[config.mk]
export PLATFORM = sky130hd
export DESIGN_NAME = spi_adc_sequencer
export DESIGN_NICKNAME = d
export VERILOG_FILES = /design/src/rtl/spi_adc_sequencer_pkg.sv /design/src/rtl/spi_adc_sequencer_shift.sv /design/src/rtl/spi_adc_sequencer.sv
export SDC_FILE = /design/constraint.sdc
export NUM_CORES = 1
export LEC_CHECK = 0
export ABC_AREA = 1
export BUFFER_PORTS_ARGS = -buffer_cell sky130_fd_sc_hd__buf_2
export CORE_UTILIZATION = 53
export CTS_CLUSTER_SIZE = 16
export DETAILED_ROUTE_END_ITERATION = 8
export PLACE_DENSITY = 0.78
export SLEW_MARGIN = 20
export SYNTH_ARGS = -nofsm -noshare
export SYNTH_HDL_FRONTEND = slang
export SYNTH_SLANG_ARGS = --single-unit
[constraint.sdc]
create_clock -name clk -period 1.4 [get_ports clk]
set_input_delay 0 -clock clk [delete_from_list [all_inputs] [get_ports clk]]
set_output_delay 0 -clock clk [all_outputs]
set_load 0.02 [all_outputs]
[src/rtl/spi_adc_sequencer_pkg.sv]
// Shared definitions for the SPI ADC frame sequencer: state encoding,
// frame geometry and the sample-field extraction helper.
package spi_adc_sequencer_pkg;

  localparam int FRAME_BITS  = 16;
  localparam int SAMPLE_BITS = 12;
  localparam int SAMPLE_MSB  = 13;
  localparam int SAMPLE_LSB  = 2;

  typedef enum logic [2:0] {
    IDLE  = 3'd0,
    SETUP = 3'd1,
    SHIFT = 3'd2,
    HOLD  = 3'd3,
    GAP   = 3'd4
  } seq_state_e;

  // Leading and trailing padding bits of the ADC frame are dropped here.
  function automatic logic [SAMPLE_BITS-1:0] sample_of(input logic [FRAME_BITS-1:0] frame);
    return frame[SAMPLE_MSB:SAMPLE_LSB];
  endfunction

endpackage

[src/rtl/spi_adc_sequencer_shift.sv]
// Serial-in, parallel-out register for the ADC frame; MSB arrives first.
module spi_shift_in
  import spi_adc_sequencer_pkg::*;
(
  input  logic                  clk,
  input  logic                  rst_a,
  input  logic                  en,
  input  logic                  din,
  output logic [FRAME_BITS-1:0] dout
);

  always_ff @(posedge clk or posedge rst_a) begin
    if (rst_a) begin
      dout <= '0;
    end else if (en) begin
      dout <= {dout[FRAME_BITS-2:0], din};
    end
  end

endmodule

[src/rtl/spi_adc_sequencer.sv]
// SPI (CPOL=0) ADC frame sequencer with a one-deep sample register and sticky overrun.
// Optional macro SPI_ADC_SEQUENCER_MISO_SYNC_EN adds a 2-flop miso synchronizer (CLK_DIV >= 3).
module spi_adc_sequencer
  import spi_adc_sequencer_pkg::*;
#(
  parameter int CLK_DIV  = 4,
  parameter int CS_SETUP = 2
) (
  input  logic                   clk,
  input  logic                   rst_a,
  input  logic                   start,
  input  logic                   miso,
  output logic                   sclk,
  output logic                   cs_n,
  output logic                   busy,
  output logic [SAMPLE_BITS-1:0] sample_data,
  output logic                   sample_valid,
  input  logic                   sample_ready,
  output logic                   overrun,
  output logic [2:0]             state_dbg
);

  localparam logic [8:0] DIV_LAST   = 9'(CLK_DIV - 1);
  localparam logic [8:0] SETUP_LAST = 9'(CS_SETUP - 1);
  localparam logic [8:0] GAP_LAST   = 9'(2 * CLK_DIV - 1);
  localparam logic [3:0] BIT_LAST   = 4'(FRAME_BITS - 1);

  seq_state_e            state, state_nxt;
  logic [8:0]            cnt, cnt_nxt;
  logic [3:0]            bit_cnt, bit_nxt;
  logic                  sclk_nxt;
  logic                  rise;
  logic                  frame_done;
  logic                  cap_en;
  logic                  cap_bit;
  logic [FRAME_BITS-1:0] frame;

  assign state_dbg = state;

`ifdef SPI_ADC_SEQUENCER_MISO_SYNC_EN
  logic [1:0] miso_sync;
  logic [1:0] rise_dly;

  // The capture strobe is delayed to line up with the synchronized bit.
  always_ff @(posedge clk or posedge rst_a) begin
    if (rst_a) begin
      miso_sync <= '0;
      rise_dly  <= '0;
    end else begin
      miso_sync <= {miso_sync[0], miso};
      rise_dly  <= {rise_dly[0], rise};
    end
  end

  assign cap_en  = rise_dly[1];
  assign cap_bit = miso_sync[1];
`else
  assign cap_en  = rise;
  assign cap_bit = miso;
`endif

  spi_shift_in u_shift (
    .clk  (clk),
    .rst_a(rst_a),
    .en   (cap_en),
    .din  (cap_bit),
    .dout (frame)
  );

  // cnt times SETUP/HOLD/GAP and the SCLK half-period; sclk itself is the phase bit.
  always_comb begin
    state_nxt  = state;
    cnt_nxt    = cnt;
    bit_nxt    = bit_cnt;
    sclk_nxt   = sclk;
    rise       = 1'b0;
    frame_done = 1'b0;
    case (state)
      IDLE: begin
        if (start) begin
          state_nxt = SETUP;
          cnt_nxt   = '0;
        end
      end
      SETUP: begin
        if (cnt == SETUP_LAST) begin
          state_nxt = SHIFT;
          cnt_nxt   = '0;
        end else begin
          cnt_nxt = cnt + 9'd1;
        end
      end
      SHIFT: begin
        if (cnt == DIV_LAST) begin
          cnt_nxt = '0;
          if (!sclk) begin
            sclk_nxt = 1'b1;
            rise     = 1'b1;
          end else begin
            sclk_nxt = 1'b0;
            if (bit_cnt == BIT_LAST) begin
              bit_nxt   = '0;
              state_nxt = HOLD;
            end else begin
              bit_nxt = bit_cnt + 4'd1;
            end
          end
        end else begin
          cnt_nxt = cnt + 9'd1;
        end
      end
      HOLD: begin
        if (cnt == SETUP_LAST) begin
          state_nxt  = GAP;
          cnt_nxt    = '0;
          frame_done = 1'b1;
        end else begin
          cnt_nxt = cnt + 9'd1;
        end
      end
      GAP: begin
        if (cnt == GAP_LAST) begin
          state_nxt = IDLE;
          cnt_nxt   = '0;
        end else begin
          cnt_nxt = cnt + 9'd1;
        end
      end
      default: begin
        state_nxt = IDLE;
        cnt_nxt   = '0;
        bit_nxt   = '0;
        sclk_nxt  = 1'b0;
      end
    endcase
  end

  always_ff @(posedge clk or posedge rst_a) begin
    if (rst_a) begin
      state   <= IDLE;
      cnt     <= '0;
      bit_cnt <= '0;
      sclk    <= 1'b0;
      cs_n    <= 1'b1;
      busy    <= 1'b0;
    end else begin
      state   <= state_nxt;
      cnt     <= cnt_nxt;
      bit_cnt <= bit_nxt;
      sclk    <= sclk_nxt;
      cs_n    <= !(state_nxt inside {SETUP, SHIFT, HOLD});
      busy    <= (state_nxt != IDLE);
    end
  end

  // A completed frame loads unless an unconsumed sample is still waiting.
  always_ff @(posedge clk or posedge rst_a) begin
    if (rst_a) begin
      sample_data  <= '0;
      sample_valid <= 1'b0;
      overrun      <= 1'b0;
    end else if (frame_done && (!sample_valid || sample_ready)) begin
      sample_data  <= sample_of(frame);
      sample_valid <= 1'b1;
    end else begin
      if (frame_done) begin
        overrun <= 1'b1;
      end
      if (sample_valid && sample_ready) begin
        sample_valid <= 1'b0;
      end
    end
  end

endmodule
==> results of run 1 <==
-- through the flow --
| stage | hold slack [ns] | worst slack, ns |
|---|---|---|
| 4_1_cts | 0.06577 | -0.1413 |
| 2_1_floorplan | 0.1183 | -0.02562 |
| 3_3_place_gp | 0.03882 | -0.1227 |
| 6_report | 0.08967 | -0.2763 |
| 5_1_grt | 0.1085 | -0.3743 |
| 3_5_place_dp | 0.04963 | -0.1721 |
-- worst max-delay path, delay by kind of cell, from the launching register on --
kind	cells	cell delay, ns
AO/OA/AOI/OAI	1	0.24
adder cells (fa/ha/maj)	1	0.20
buffers and inverters	2	0.24
flip-flops	1	0.39
AND/OR/NAND/NOR	5	0.50
-- cells by family (layout without fill, tap and decap cells) --
logic type / count (synthesis) / count (layout) / synth area share [%]
simple gates: 151 / 157 / 28.10
buf+inv: 88 / 148 / 14.81
flops: 47 / 47 / 46.31
compound gates: 41 / 41 / 8.957
fa+ha+maj: 3 / 3 / 1.477
xor+xnor: 1 / 1 / 0.3446
-- sequential cells by signal (all words and copies together) (netlist names) --
register	cells
bit_cnt	4
busy	1
cnt	9
cs_n	1
overrun	1
sample_data	12
sample_valid	1
sclk	1
state_dbg	3
u_shift.dout	14
-- power groups by stage --
stage	clock [µW]	sequential, µW	combinational [µW]
2_1_floorplan	0	1400	33.5
3_3_place_gp	0	1400	57.1
3_5_place_dp	0	1400	58.9
4_1_cts	1000	1380	66.6
5_1_grt	1060	1380	75.9
6_report	1010	1380	65.5
-- placed cells by master (no fill, tap or decap), drive strengths merged --
cell type / n
o21bai: 1
nand3b: 1
clkinvlp: 1
dfrtp: 46
dfstp: 1
clkinv: 1
o21ai: 35
nor3: 3
or2: 1
xnor2: 1
o211ai: 4
ha: 3
o31ai: 1
dlygate4sd3: 2
buf: 58
nand3: 34
nor2: 23
clkbuf: 5
bufinv: 1
nand4: 6
nor4: 1
inv: 80
nand2: 88
-- layer usage --
layer  vias up  GRT usage [%]
met5         -              0
met4         0          9.556
met3        18          5.063
met2        79          44.13
met1      1161          32.03
li1       1160              -
-- synth_stat cells (all sizes together) --
master  instances
nand3          31
nand2          85
nor4            1
dfrtp          46
dfstp           1
nand4           6
nor3            3
inv            81
o211ai          4
o31ai           1
xnor2           1
o21ai          35
buf             7
nor2           23
nand3b          1
ha              3
o21bai          1
or2             1
-- how the worst max path moves through the flow --
stage                       startpoint                         end  slack (ns)  cells after the start
global route        cnt[1]$_DFFE_PP0P_          cnt[1]$_DFFE_PP0P_       -0.37                      9
global placement    cnt[1]$_DFFE_PP0P_  sample_data[3]$_DFFE_PP0P_       -0.12                      9
finish              cnt[1]$_DFFE_PP0P_          cnt[1]$_DFFE_PP0P_       -0.28                      9
CTS                 cnt[1]$_DFFE_PP0P_  sample_data[9]$_DFFE_PP0P_       -0.14                     10
detailed placement  cnt[1]$_DFFE_PP0P_  sample_data[2]$_DFFE_PP0P_       -0.17                      9
floorplan           cnt[1]$_DFFE_PP0P_  sample_data[0]$_DFFE_PP0P_       -0.03                     10
-- layout make-up --
| class | count | area (µm²) |
|---|---|---|
| timing repair buffer | 60 | 419.2 |
| clock inverter | 2 | 37.54 |
| clock buffer | 5 | 68.82 |
| sequential | 47 | 1181 |
| tap | 52 | 65.06 |
| fill | 287 | 1124 |
| multi-input combinational | 202 | 1262 |
| inverter | 81 | 316.6 |
-- repair_timing --
action | in CTS | in global routing
hold endpoints to repair | 20 | 0
gates cloned | 4 | 2
resized for setup | 30 | 31
pin swaps | 4 | 9
hold buffers | 2 | 0
buffers inserted | 5 | 1
setup endpoints to repair | 39 | 45
==> results.md, run 1 <==
- Synthesized cell area: 2542 µm²
- Mapped Cells: 331
- CTS Sinks: 47
- Hold wc startpoint: start
- Sequential share of power: 56.2%
- Starting Density: 56.82%
- Leak: 0.001758 µW
- Layout cells sized above 1: 35.01%
- CP required: 1.59 ns
- Vias: 2418
- Post-Place Cells: 428
- Failing checks: design-rule violations, negative setup slack
- Post-Syn Nets: 339
- Setup CP Type: reg2reg
- Utilization after layout: 74.89%
- Worst R2R Start: cnt[1]$_DFFE_PP0P_
- Synth unique cells: 29
- Die Ht: 71.26 µm
- Post-route ant nets: 0
- Hold depth: 3
- Die W: 71.26 µm
- Clk Latency, worst-skew pair: 0.31 ns
- NumNets Final: 405
- IO Count: 25
- Vias in the first global route: 2232
- Status: finished with violations
- CTS tree: done
- Cell chain of the critical path: buf_4, ha_2, nand2_1, inv_1, nand2_1, o21ai_1, nand3_1, nand2_1, nand2_1
- Routability congestion estimate: 0.9008
- Total gr overflow: 0
- WHS Endpoint: state_dbg[0]$_DFF_PP0_
- WL/cell: 14.34 µm
- Slowest-stage cell, CP: dfrtp_1
- Largest net degree at the start of global routing: 23
- Crit-path most repeated cell: nand2_1
- Worst flop-to-flop path endpoint: cnt[1]$_DFFE_PP0P_
- # port buffers: 24
- CTS Buf Count: 5
- Sequential share of the synthesized area: 46.31%
- Final period utilization: 119.7%
- Worst R2R Path Depth: 9
- Synth area leader: dfrtp_1
- Area Growth Syn to Fin: 31.79%
- Final setup viols: 44
- Worst VDD drop: 0.7653 mV
- Internal power: 1911 µW
- Initial antenna violation count: 0
- Ranking of synthesized cells by area: dfrtp_1 45%, nand2_1 12%, inv_1 11%
- Final max-slew violation count: 0
- Largest stage delay, worst path: 0.39 ns
- Root Buffer: clkbuf_8
- Cell Rows: 24
- Overall power: 2451 µW
- Fmax: 596.6 MHz
- Max Root-Sink Buffers: 2
- Critical Path AT: 1.87 ns
- Routed WL: 6439 µm
- Design area: 3351 µm²
- DR WL met3: 301 µm
- Period minus WS final: 1.676 ns
- Setup ws final: -0.2763 ns
- Final Non-Filler Cells: 449
- Nature of the critical path endpoint: flip-flop
- Metal-1 WL: 2697 µm
- GRT Util Overall: 25.61%
- Worst slew pin tran: 0.4787 ns
- Placed inst area: 2875 µm²
- First-pass GRT wire length: 10010 µm
- Crit start category: flip-flop
- Worst-path fanout max: 3
- H-tree lvl count: 2
- FF+latch count, synth: 47
- Top sig layer: met4
- Core area: 4474 µm²
- DR iter-0 viols: 272
- Clock power share: 41.2%
- Drt first pass iters: 6
- DRC Markers: 3
- DP Wirelength: 3775 µm
- Die area: 5078 µm²
- Power share of the combinational group: 2.7%
- Power Dens Cells: 731.6 nW/µm²
- Setup TNS: -5.610 ns
- Rel. slew slack: 67.99%
- Share of the synthesized area in the top cell type: 45.28%
- Hold Crit Class: in2reg
- Sw Ratio: 22.06%
- Hold Fails Final Rpt: 0
- R2r setup slk: -0.28 ns
- Clk slew on worst S/H paths: 0.08 ns
- RSZ-0062 raised after global routing: yes
- Max cap viols: 0
- WL met2: 3302 µm
- Layout Skew: 0.007555 ns
- N_diodes: 0
- Syn Area/Cell: 7.681 µm²
- P_sw: 540.7 µW
- Vias per cell: 5.385
- Synthesis Warnings: 0
No activity file was read; power rests on OpenSTA's default activity.
==> run 2: changes to the inputs <==
--- a/config.mk
+++ b/config.mk
@@ -9,6 +9,6 @@
 export BUFFER_PORTS_ARGS = -buffer_cell sky130_fd_sc_hd__buf_2
-export CORE_UTILIZATION = 53
+export CORE_UTILIZATION = 26
 export CTS_CLUSTER_SIZE = 16
 export DETAILED_ROUTE_END_ITERATION = 8
-export PLACE_DENSITY = 0.78
+export PLACE_DENSITY = 0.44
 export SLEW_MARGIN = 20
==> constraint.sdc (replaced) <==
create_clock -name clk -period 1.6 [get_ports clk]
set_input_delay 0.32 -clock clk [delete_from_list [all_inputs] [get_ports clk]]
set_output_delay 0.32 -clock clk [all_outputs]
set_load 0.02 [all_outputs]
==> results.md, run 2 (same netlist as run 1, synthesis figures left out) <==
- Total gr overflow: 0
- Storage element area: 1177 µm²
- # fillers: 1025
- Worst R2R Path Depth: 9
- Worst slew pin tran: 0.4186 ns
- CP required: 1.79 ns
- Vias: 2171
- Cell Rows: 35
- DRC Markers: 0
- Final period utilization: 101.7%
- Worst VDD drop: 0.3373 mV
- Root Buffer: clkbuf_8
- Post-route ant nets: 0
- Rel. slew slack: 72.06%
- Final max-slew violation count: 0
- Hold Crit Class: in2async
- Failing checks: negative setup slack
- Setup ws final: -0.02678 ns
- Worst-path fanout max: 4
- DP Wirelength: 3820 µm
- Die W: 100.9 µm
- Cell chain of the critical path: buf_4, ha_2, nand2_1, inv_1, nand2_1, o21ai_1, nand2_2, inv_1, nand3_1
- Layout Skew: 0.005698 ns
- Clk slew on worst S/H paths: 0.10 ns
- Max reg flops: 14
- Vias per cell: 4.207
- RSZ-0062 raised after global routing: yes
- Vias in the first global route: 1966
- Hold buffer count at cts: 0
- Max Root-Sink Buffers: 2
- CTS tree: done
- GRT Util Overall: 12.62%
- Nature of the critical path endpoint: flip-flop
- Die area: 10180 µm²
- Commonest non-fill, non-tap cell in the layout: nand2_1
- Fmax: 614.7 MHz
- Dpl ws: -0.02944 ns
- Largest registers: u_shift.dout (14), sample_data (12), cnt (9)
- Crit start category: flip-flop
- Top reg by flops: u_shift.dout
- First-pass GRT wire length: 9901 µm
- CTS Sinks: 47
- Setup CP Type: reg2reg
- WL/cell: 12.04 µm
- Leak: 0.001703 µW
- CTS Buf Count: 5
- DR iter-0 viols: 47
- Initial antenna violation count: 0
- H-tree lvl count: 2
- Critical Path AT: 1.81 ns
- # port buffers: 24
- Multi-input logic area: 1190 µm²
- Power Dens Cells: 652.7 nW/µm²
- Setup TNS: -0.05403 ns
- Area Growth Syn to Fin: 30.07%
- Largest net degree at the start of global routing: 48
- IO Count: 25
- Starting Density: 27.13%
- Clk Latency, worst-skew pair: 0.31 ns
- N_diodes: 0
- Routed WL: 6215 µm
- Die Ht: 100.9 µm
- Layout cells sized above 1: 27.39%
- Period minus WS final: 1.627 ns
- Routability congestion estimate: 0.7879
- Final setup viols: 3
- Hold Fails Final Rpt: 0
- Largest stage delay, worst path: 0.38 ns
- Most frequent cells in the layout: 78 x nand2_1, 73 x inv_1, 46 x dfrtp_1
- Drt first pass iters: 5
- Max cap viols: 0
- Core area: 9371 µm²
- Slowest-stage cell, CP: dfrtp_1
- Status: finished with violations
- NumNets Final: 395
run 2: path summary, 6_finish.rpt:
| path | endpoint | startpoint | slack [ns] |
|---|---|---|---|
| max in group asynchronous | cs_n$_DFF_PP1_ | rst_a | 1.30 |
| min in group clk | u_shift.dout[0]$_DFFE_PP0P_ | miso | 0.21 |
| worst min register to register | overrun$_DFFE_PP0P_ | overrun$_DFFE_PP0P_ | 0.49 |
| worst max register to register | busy$_DFF_PP0_ | cnt[1]$_DFFE_PP0P_ | -0.03 |
| worst max-delay path | busy$_DFF_PP0_ | cnt[1]$_DFFE_PP0P_ | -0.03 |
| worst min-delay path | cnt[7]$_DFFE_PP0P_ | rst_a | 0.03 |
run 2: power by group:
| group | switching, µW | leakage (µW) | total [µW] | internal [µW] |
|---|---|---|---|---|
| clock network | 444 | 0.0000502 | 902 | 458 |
| logic | 36.2 | 0.00111 | 53.1 | 16.9 |
| registers | 7.53 | 0.000544 | 1200 | 1200 |
run 2: final cells by class:
cell class / count / share of cell area (%)
well taps: 129 / 4.881
flip-flops and latches: 47 / 35.60
clock buffers: 5 / 2.081
clock inverters: 2 / 1.135
multi-input cells: 202 / 35.98
inverters: 81 / 9.421
repair buffers: 50 / 10.90
run 2: critical path: cells and delay by family, from the launching register on:
family          cells  cell delay [ns]
simple gates        4             0.41
flops               1             0.38
buf+inv             3             0.29
compound gates      1             0.23
fa+ha+maj           1             0.20
run 2: per-layer routing:
layer	track usage, %	vias up	part of all wire, %
met3	2.913	10	2.9
met2	20.55	27	48
met4	4.682	0	2.0
met5	0	-	0
li1	-	1134	-
met1	16.33	1000	47
run 2: metrics by stage:
stage	hold slack [ns]	cell area, µm²	total power (µW)	instances	utilization [%]
CTS	0.04202	3012	2180	500	32.14
global placement	0.3820	2869	1280	491	30.61
floorplan	0.4380	2542	1255	331	-
detailed placement	0.3841	2869	1281	491	30.61
global route	0.05305	3307	2242	516	35.29
finish	0.03407	3307	2159	516	35.29
run 2: repair_timing:
action / CTS / global route
setup endpoints to repair: 18 / 40
gates cloned: 1 / 5
gates resized for setup: 5 / 37
pin swaps: 3 / 9
buffers inserted: 1 / 11
